--- src/rtl/alu_pkg.sv ---
// Shared encodings for the bit-serial ALU: operation select and controller states.
package alu_pkg;

  localparam logic [1:0] OP_PASS_A = 2'b00;
  localparam logic [1:0] OP_ADD    = 2'b01;
  localparam logic [1:0] OP_XOR    = 2'b10;
  localparam logic [1:0] OP_XNOR   = 2'b11;

  typedef enum logic [1:0] {
    IDLE  = 2'd0,
    SHIFT = 2'd1,
    DONE  = 2'd2
  } state_e;

endpackage

--- src/rtl/alu_bit_slice.sv ---
// One-bit ALU slice, purely combinational; carry-out is non-zero only for ADD.
module alu_bit_slice
  import alu_pkg::*;
(
  input  logic       a,
  input  logic       b,
  input  logic       cin,
  input  logic [1:0] op,
  output logic       y,
  output logic       cout
);

  always_comb begin
    y    = a;
    cout = 1'b0;
    case (op)
      OP_PASS_A: y = a;
      OP_ADD: begin
        y    = a ^ b ^ cin;
        cout = (a & b) | ((a ^ b) & cin);
      end
      OP_XOR:  y = a ^ b;
      OP_XNOR: y = ~(a ^ b);
    endcase
  end

endmodule

--- src/rtl/alu_serial_ctrl.sv ---
// Bit-serial sequencer: result valid WIDTH cycles after acceptance, held in DONE until out_ready.
// Accepts a new request only in IDLE, so one operation is in flight at a time.
module alu_serial_ctrl
  import alu_pkg::*;
#(
  parameter int WIDTH = 8
) (
  input  logic             clk,
  input  logic             rst_n,
  input  logic             in_valid,
  output logic             in_ready,
  input  logic [WIDTH-1:0] in_a,
  input  logic [WIDTH-1:0] in_b,
  input  logic [1:0]       in_op,
  input  logic             in_cin,
  output logic             out_valid,
  input  logic             out_ready,
  output logic [WIDTH-1:0] out_y,
  output logic             out_cout,
  output logic             out_zero
);

  localparam int CW = $clog2(WIDTH);
  localparam logic [CW-1:0] CNT_LAST = CW'(WIDTH - 1);

  state_e           state_q, state_d;
  logic [CW-1:0]    cnt_q, cnt_d;
  logic             carry_q, carry_d;
  logic [WIDTH-1:0] a_sr_q, a_sr_d;
  logic [WIDTH-1:0] b_sr_q, b_sr_d;
  logic [WIDTH-1:0] y_sr_q, y_sr_d;
  logic [1:0]       op_q, op_d;

  logic slice_y;
  logic slice_cout;

  alu_bit_slice u_slice (
    .a    (a_sr_q[0]),
    .b    (b_sr_q[0]),
    .cin  (carry_q),
    .op   (op_q),
    .y    (slice_y),
    .cout (slice_cout)
  );

  always_ff @(posedge clk or negedge rst_n) begin
    if (!rst_n) begin
      state_q <= IDLE;
      cnt_q   <= '0;
      carry_q <= 1'b0;
      a_sr_q  <= '0;
      b_sr_q  <= '0;
      y_sr_q  <= '0;
      op_q    <= OP_PASS_A;
    end else begin
      state_q <= state_d;
      cnt_q   <= cnt_d;
      carry_q <= carry_d;
      a_sr_q  <= a_sr_d;
      b_sr_q  <= b_sr_d;
      y_sr_q  <= y_sr_d;
      op_q    <= op_d;
    end
  end

  always_comb begin
    state_d = state_q;
    cnt_d   = cnt_q;
    carry_d = carry_q;
    a_sr_d  = a_sr_q;
    b_sr_d  = b_sr_q;
    y_sr_d  = y_sr_q;
    op_d    = op_q;
    case (state_q)
      IDLE: begin
        if (in_valid) begin
          a_sr_d  = in_a;
          b_sr_d  = in_b;
          op_d    = in_op;
          carry_d = (in_op == OP_ADD) ? in_cin : 1'b0;
          cnt_d   = '0;
          state_d = SHIFT;
        end
      end
      SHIFT: begin
        // Result enters at the MSB so that after WIDTH shifts bit 0 lands at y_sr[0].
        a_sr_d  = a_sr_q >> 1;
        b_sr_d  = b_sr_q >> 1;
        y_sr_d  = {slice_y, y_sr_q[WIDTH-1:1]};
        carry_d = (op_q == OP_ADD) ? slice_cout : 1'b0;
        cnt_d   = cnt_q + CW'(1);
        if (cnt_q == CNT_LAST) begin
          state_d = DONE;
        end
      end
      DONE: begin
        if (out_ready) begin
          state_d = IDLE;
        end
      end
      default: state_d = IDLE;
    endcase
  end

  // y_sr and carry are untouched outside SHIFT/accept, so the last result persists in IDLE.
  assign in_ready  = (state_q == IDLE);
  assign out_valid = (state_q == DONE);
  assign out_y     = y_sr_q;
  assign out_cout  = carry_q;
  assign out_zero  = ~|y_sr_q;

endmodule

--- config.mk ---
export PLATFORM = sky130hd
export DESIGN_NAME = alu_serial_ctrl
export DESIGN_NICKNAME = d
export VERILOG_FILES = /design/src/rtl/alu_pkg.sv /design/src/rtl/alu_bit_slice.sv /design/src/rtl/alu_serial_ctrl.sv
export SDC_FILE = /design/constraint.sdc
export NUM_CORES = 1
export LEC_CHECK = 0
export CAP_MARGIN = 20
export CORE_MARGIN = 8
export CORE_UTILIZATION = 45
export DETAILED_ROUTE_END_ITERATION = 8
export GPL_ROUTABILITY_DRIVEN = 0
export PLACE_DENSITY = 0.75
export SLEW_MARGIN = 20
export SYNTH_ARGS = -nofsm -noshare
export SYNTH_HDL_FRONTEND = slang
export SYNTH_SLANG_ARGS = --single-unit
--- constraint.sdc ---
create_clock -name clk -period 3.7 [get_ports clk]
set_input_delay 0.37 -clock clk [delete_from_list [all_inputs] [get_ports clk]]
set_output_delay 0.37 -clock clk [all_outputs]
set_load 0.05 [all_outputs]
==> results of run 1 <==
==> final cells by class <==
type | count | area [µm²]
Fill cell | 317 | 1390
Timing Repair Buffer | 36 | 355
Tap cell | 46 | 57.6
Multi-Input combinational cell | 122 | 701
Clock buffer | 8 | 58.8
Sequential cell | 32 | 801
Inverter | 1 | 3.75
==> worst max path at each step <==
stage                         from  endpoint  slack, ns  depth (start not counted)
after floorplan           out_y[5]  out_zero       1.53                          2
after global placement    out_y[5]  out_zero       1.51                          3
after detailed placement  out_y[5]  out_zero       1.48                          3
after CTS                 out_y[5]  out_zero       1.10                          3
after global routing      out_y[5]  out_zero       1.05                          3
final                     out_y[5]  out_zero       1.13                          3
==> state kept, by name, summed over array words and instances (netlist names) <==
signal,cells
a_sr_q,8
b_sr_q,8
cnt_q,3
op_q,2
out_cout,1
out_y,8
state_q,2
==> cell families (layout without fill, tap and decap cells) <==
logic type,count (synthesis),count (layout),synth area share
and+or+nand+nor,112,112,0.373
adders and majority gates,4,4,0.0364
buffers and inverters,11,45,0.0562
AOI/OAI and AO/OA,5,5,0.0221
DFF,32,32,0.506
muxes,1,1,0.00633
==> layout by cell type (no fill, tap or decap), drive strengths merged, types with 2 or more instances in the layout <==
cell type | Yosys | final
nand2 | 64 | 64
nand3 | 35 | 35
clkdlybuf4s50 | 0 | 34
dfrtp | 32 | 32
clkbuf | 1 | 8
ha | 3 | 3
nor2b | 3 | 3
nor2 | 2 | 2
or4 | 2 | 2
nand4b | 2 | 2
buf | 9 | 2
o21ai | 2 | 2
==> per-layer routing <==
layer,wire length [µm],vias up,share of wire
li1,-,610,-
met1,1410,638,0.39
met2,1980,24,0.55
met3,142,8,0.039
met4,78,0,0.022
met5,0,-,0
==> where the power goes <==
group / internal [mW] / switching (mW) / total, mW / leakage [nW]
Combinational: 0.290 / 0.528 / 0.818 / 0.492
Sequential: 0.502 / 0.129 / 0.630 / 0.406
Clock: 0.0937 / 0.114 / 0.208 / 0.0326
Total: 0.885 / 0.771 / 1.66 / 0.930
==> worst register-to-register path, cell delays in order (launching register included) <==
cell      delay, ns
dfrtp_1        0.46
nor2b_2        0.87
o211ai_1       0.20
o311ai_0       0.17
==> per-stage QoR <==
stage	std cells	hold WS, ns	area [µm²]
after global routing	245	0.467	1980
after global placement	237	0.462	1910
after floorplan	165	0.0744	1580
after CTS	245	0.458	1970
final	245	0.449	1980
after detailed placement	237	0.472	1910
==> impl_metrics.tcl, run 1 <==
set metrics [dict create \
    outcome "finished, final reports clean" \
    cts_buffers 5 \
    grtUsageMet1 0.143 \
    overflow 0 \
    leakagePower_nw 0.930 \
    setup_tns_ns 0 \
    synthTopCellsByArea "dfrtp_1 (51%), nand2_1 (15%), nand3_2 (10%), nand3_1 (6.0%), ha_1 (2.4%)" \
    rr_worst_depth 3 \
    rsz0062_at_grt "no" \
    synth_cells 165 \
    max-vdd-ir-drop_v 0.000321 \
    critPathLaunchType "flip-flop" \
    finalHoldViolations 0 \
    finalSetupViolations 0 \
    max_stage_delay_ns 0.81 \
    drive_gt1_frac 0.131 \
    fin_skew_ns 0.00988 \
    crit_slowest_cell "clkdlybuf4s50_1" \
    post-route-util 0.588 \
    worst_slack_ns 1.13 \
    antenna_left 0 \
    cts.sinks 32 \
    wl_per_cell_um 14.7 \
    worstHoldPathType "in2async" \
    fp.dieW_um 75.3 \
    maxSlewHeadroom 0.318 \
    reg2reg_slack_ns 1.89 \
    antenna_cells 0 \
    synth_top_area_share 0.506 \
    io_buffers 34 \
    finalWirelength_um 3610 \
    powerDensity_mw_per_mm2 838 \
    design.portCount 35 \
    synth_fp_nets 192 \
    hpwl_um 2560 \
    antenna_found_initial 0 \
    synth.distinct_cells 26 \
    drc 0 \
    crit_type "reg2out" \
    via_count 1280 \
    synth_top_flop_cell "dfrtp_1" \
    fmax_ghz 0.389 \
    finalMaxSlewViolations 0 \
    yosys.area.top_type "dfrtp_1" \
    dr.pass1.iters 4 \
    drt_iter0_markers 101 \
    viasPerCell 5.22 \
    final_nets 225 \
    crit_fanout 4 \
    cp_cell_sequence "or4_1 > nor2_1 > clkdlybuf4s50_1" \
    worst_slew_pin_slew_ns 1.02 \
    ctsResizeCount 0 \
    ys_warn_count 0 \
    grt_max_degree 33 \
    synth.avg_cell_area_um2 9.58 \
    fin_crit_sh 0.695 \
    syn_area_mm2 0.00158 \
    postCtsSetupBuffers 0 \
    end_kind "primary output" \
    layout-area-overhead-vs-synth_pct 25.0 \
    seq_area_frac_synth 0.506 \
    dieArea_mm2 0.00567 \
    cp.required_ns 3.33 \
    fin_crit_ns 2.57 \
    crit_family "buffers and inverters" \
    rows 21 \
    netlist_top_cells_count "nand2_1 (64), dfrtp_1 (32), nand3_1 (19), nand3_2 (16), buf_2 (4)" \
    clk_latency_ns 0.33 \
    path_clk_slew_ns 0.10 \
    maxCapViolations 0 \
    arrival_ns 2.20 \
    synthArstFlopShare 1.00 \
    dp_slack_ns 1.48 \
    h-tree-depth 2 \
    reg2reg_from "state_q[0]" \
    grt_pass1_vias 1392 \
    use_met2 0.278 \
    ys_ff_latch 32 \
    busiest_layer "met2" \
    coreArea_mm2 0.00336 \
    synth.most_common_cell "nand2_1" \
    grt_use_met3 0.0320 \
    die_y_um 75.3 \
    ctsRootBufferMaster "clkbuf_4" \
    path_buf_inv 1 \
    grt_pass1_wl_um 6270 \
    r2r-end "out_y[7]" \
    clock_path_buffers 2 \
    cts_tree "done" \
    initial_core_util 0.470 \
    p_total_mw 1.66 \
    cts_hold_buf 0 \
    synth_edf_count 0 \
    grtUsageTotal 0.146 \
]
Note: power is estimated with default switching activity, not from simulation.
==> run 2, diff against run 1 <==
Clock period 3.7 ns to 2.7 ns, I/O delays scaled along.
==> run 2 against run 1 <==
Effect of this change: register-to-register slack got worse by 0.97 ns; core utilization rose by 0.26 points; clock skew rose by 0.0010 ns; global-route usage fell by 0.72 points; largest power group unchanged; routed wire length fell by 5.4%; first-iteration DRC count fell by 28%; total power rose by 38%; cell area rose by 0.44%; sequential share of layout area fell by 0.18 points.
==> impl_metrics.tcl, run 2 (synthesized netlist as in run 1, its figures left out) <==
set metrics [dict create \
    grt_pass1_vias 1337 \
    outcome "finished, final reports clean" \
    stdcell_count 247 \
    crit_fanout 4 \
    path_clk_slew_ns 0.09 \
    crit_type "reg2out" \
    h-tree-depth 2 \
    powerDensity_mw_per_mm2 1150 \
    regArea_um2 801 \
    cts_hold_buf 0 \
    grt_pass1_wl_um 5990 \
    initial_core_util 0.470 \
    fill_cells 311 \
    whs_ns 0.311 \
    dieArea_mm2 0.00567 \
    crit_family "buffers and inverters" \
    final_common_cell "nand2_1" \
    drt_iter0_markers 73 \
    post-route-util 0.590 \
    end_kind "primary output" \
    crit_slowest_cell "clkdlybuf4s50_1" \
    antenna_left 0 \
    cts_buffers 5 \
    drive_gt1_frac 0.139 \
    max-vdd-ir-drop_v 0.000415 \
    coreArea_mm2 0.00336 \
    finalMaxSlewViolations 0 \
    layout-area-overhead-vs-synth_pct 25.6 \
    ctsRootBufferMaster "clkbuf_4" \
    placed_cells 239 \
    path_buf_inv 1 \
    reg2reg_slack_ns 0.92 \
    worstHoldPathType "in2async" \
    p_total_mw 2.28 \
    grtUsageTotal 0.139 \
    cp_cell_sequence "or4_1 > nor2_1 > clkdlybuf4s50_1" \
    viasPerCell 5.11 \
    dr.pass1.iters 5 \
    critPathLaunchType "flip-flop" \
    leakagePower_nw 0.939 \
    rsz0062_at_grt "no" \
    rr_worst_depth 4 \
    maxSlewHeadroom 0.325 \
    setup_tns_ns 0 \
    cp.required_ns 2.43 \
    worst_slew_pin_slew_ns 1.01 \
    fin_skew_ns 0.0109 \
    fin_crit_sh 0.919 \
    clk_latency_ns 0.34 \
    r2r-end "a_sr_q[2]" \
    maxCapViolations 0 \
    fmax_ghz 0.403 \
    final_nets 227 \
    ctsResizeCount 0 \
    clock_path_buffers 2 \
    reg2reg_from "state_q[1]" \
    overflow 0 \
    cts_tree "done" \
    io_buffers 34 \
    finalSetupViolations 0 \
    wl_per_cell_um 13.8 \
    multi_input_area_um2 694 \
    fp.dieW_um 75.3 \
    via_count 1261 \
    design.portCount 35 \
    finalWirelength_um 3420 \
    postCtsSetupBuffers 0 \
    rows 21 \
    fin_crit_ns 2.48 \
    grt_max_degree 33 \
    finalHoldViolations 0 \
    cts.sinks 32 \
    drc 0 \
    antenna_cells 0 \
    arrival_ns 2.21 \
    die_y_um 75.3 \
    max_stage_delay_ns 0.81 \
    antenna_found_initial 0 \
    hpwl_um 2470 \
    layout_common_cells "nand2_1 (64), clkdlybuf4s50_1 (34), dfrtp_1 (32)" \
]
run 2: routing by layer:
| layer | global-route usage | share of wire | vias to the layer above |
|---|---|---|---|
| met5 | 0 | 0 | - |
| met4 | 0.0597 | 0.019 | 0 |
| met3 | 0.0426 | 0.039 | 6 |
| met2 | 0.240 | 0.52 | 24 |
| met1 | 0.153 | 0.42 | 616 |
| li1 | - | - | 615 |
run 2: cell type report:
type,count,share of cell area
clock buffer,8,0.0296
inverter,1,0.00189
multi-input combinational,122,0.350
sequential,32,0.403
tap,46,0.0290
timing repair buffer,38,0.187
run 2: how the worst max path moves through the flow:
stage | from | cells past startpoint | to
after CTS | out_y[5] | 3 | out_zero
after global placement | out_y[5] | 3 | out_zero
final | out_y[5] | 3 | out_zero
after detailed placement | out_y[5] | 3 | out_zero
after global routing | out_y[5] | 3 | out_zero
after floorplan | out_y[5] | 2 | out_zero
run 2: report_power, final:
part	switching [mW]	leakage [nW]	internal [mW]
clock network	0.155	0.0326	0.128
registers	0.171	0.406	0.687
logic	0.724	0.501	0.412
run 2: stage by stage:
| stage | worst slack, ns | instance area (µm²) |
|---|---|---|
| 6_report | 0.218 | 1990 |
| 5_1_grt | 0.0956 | 1990 |
| 4_1_cts | 0.201 | 1990 |
| 3_5_place_dp | 0.587 | 1930 |
| 3_3_place_gp | 0.606 | 1930 |
| 2_1_floorplan | 0.625 | 1580 |
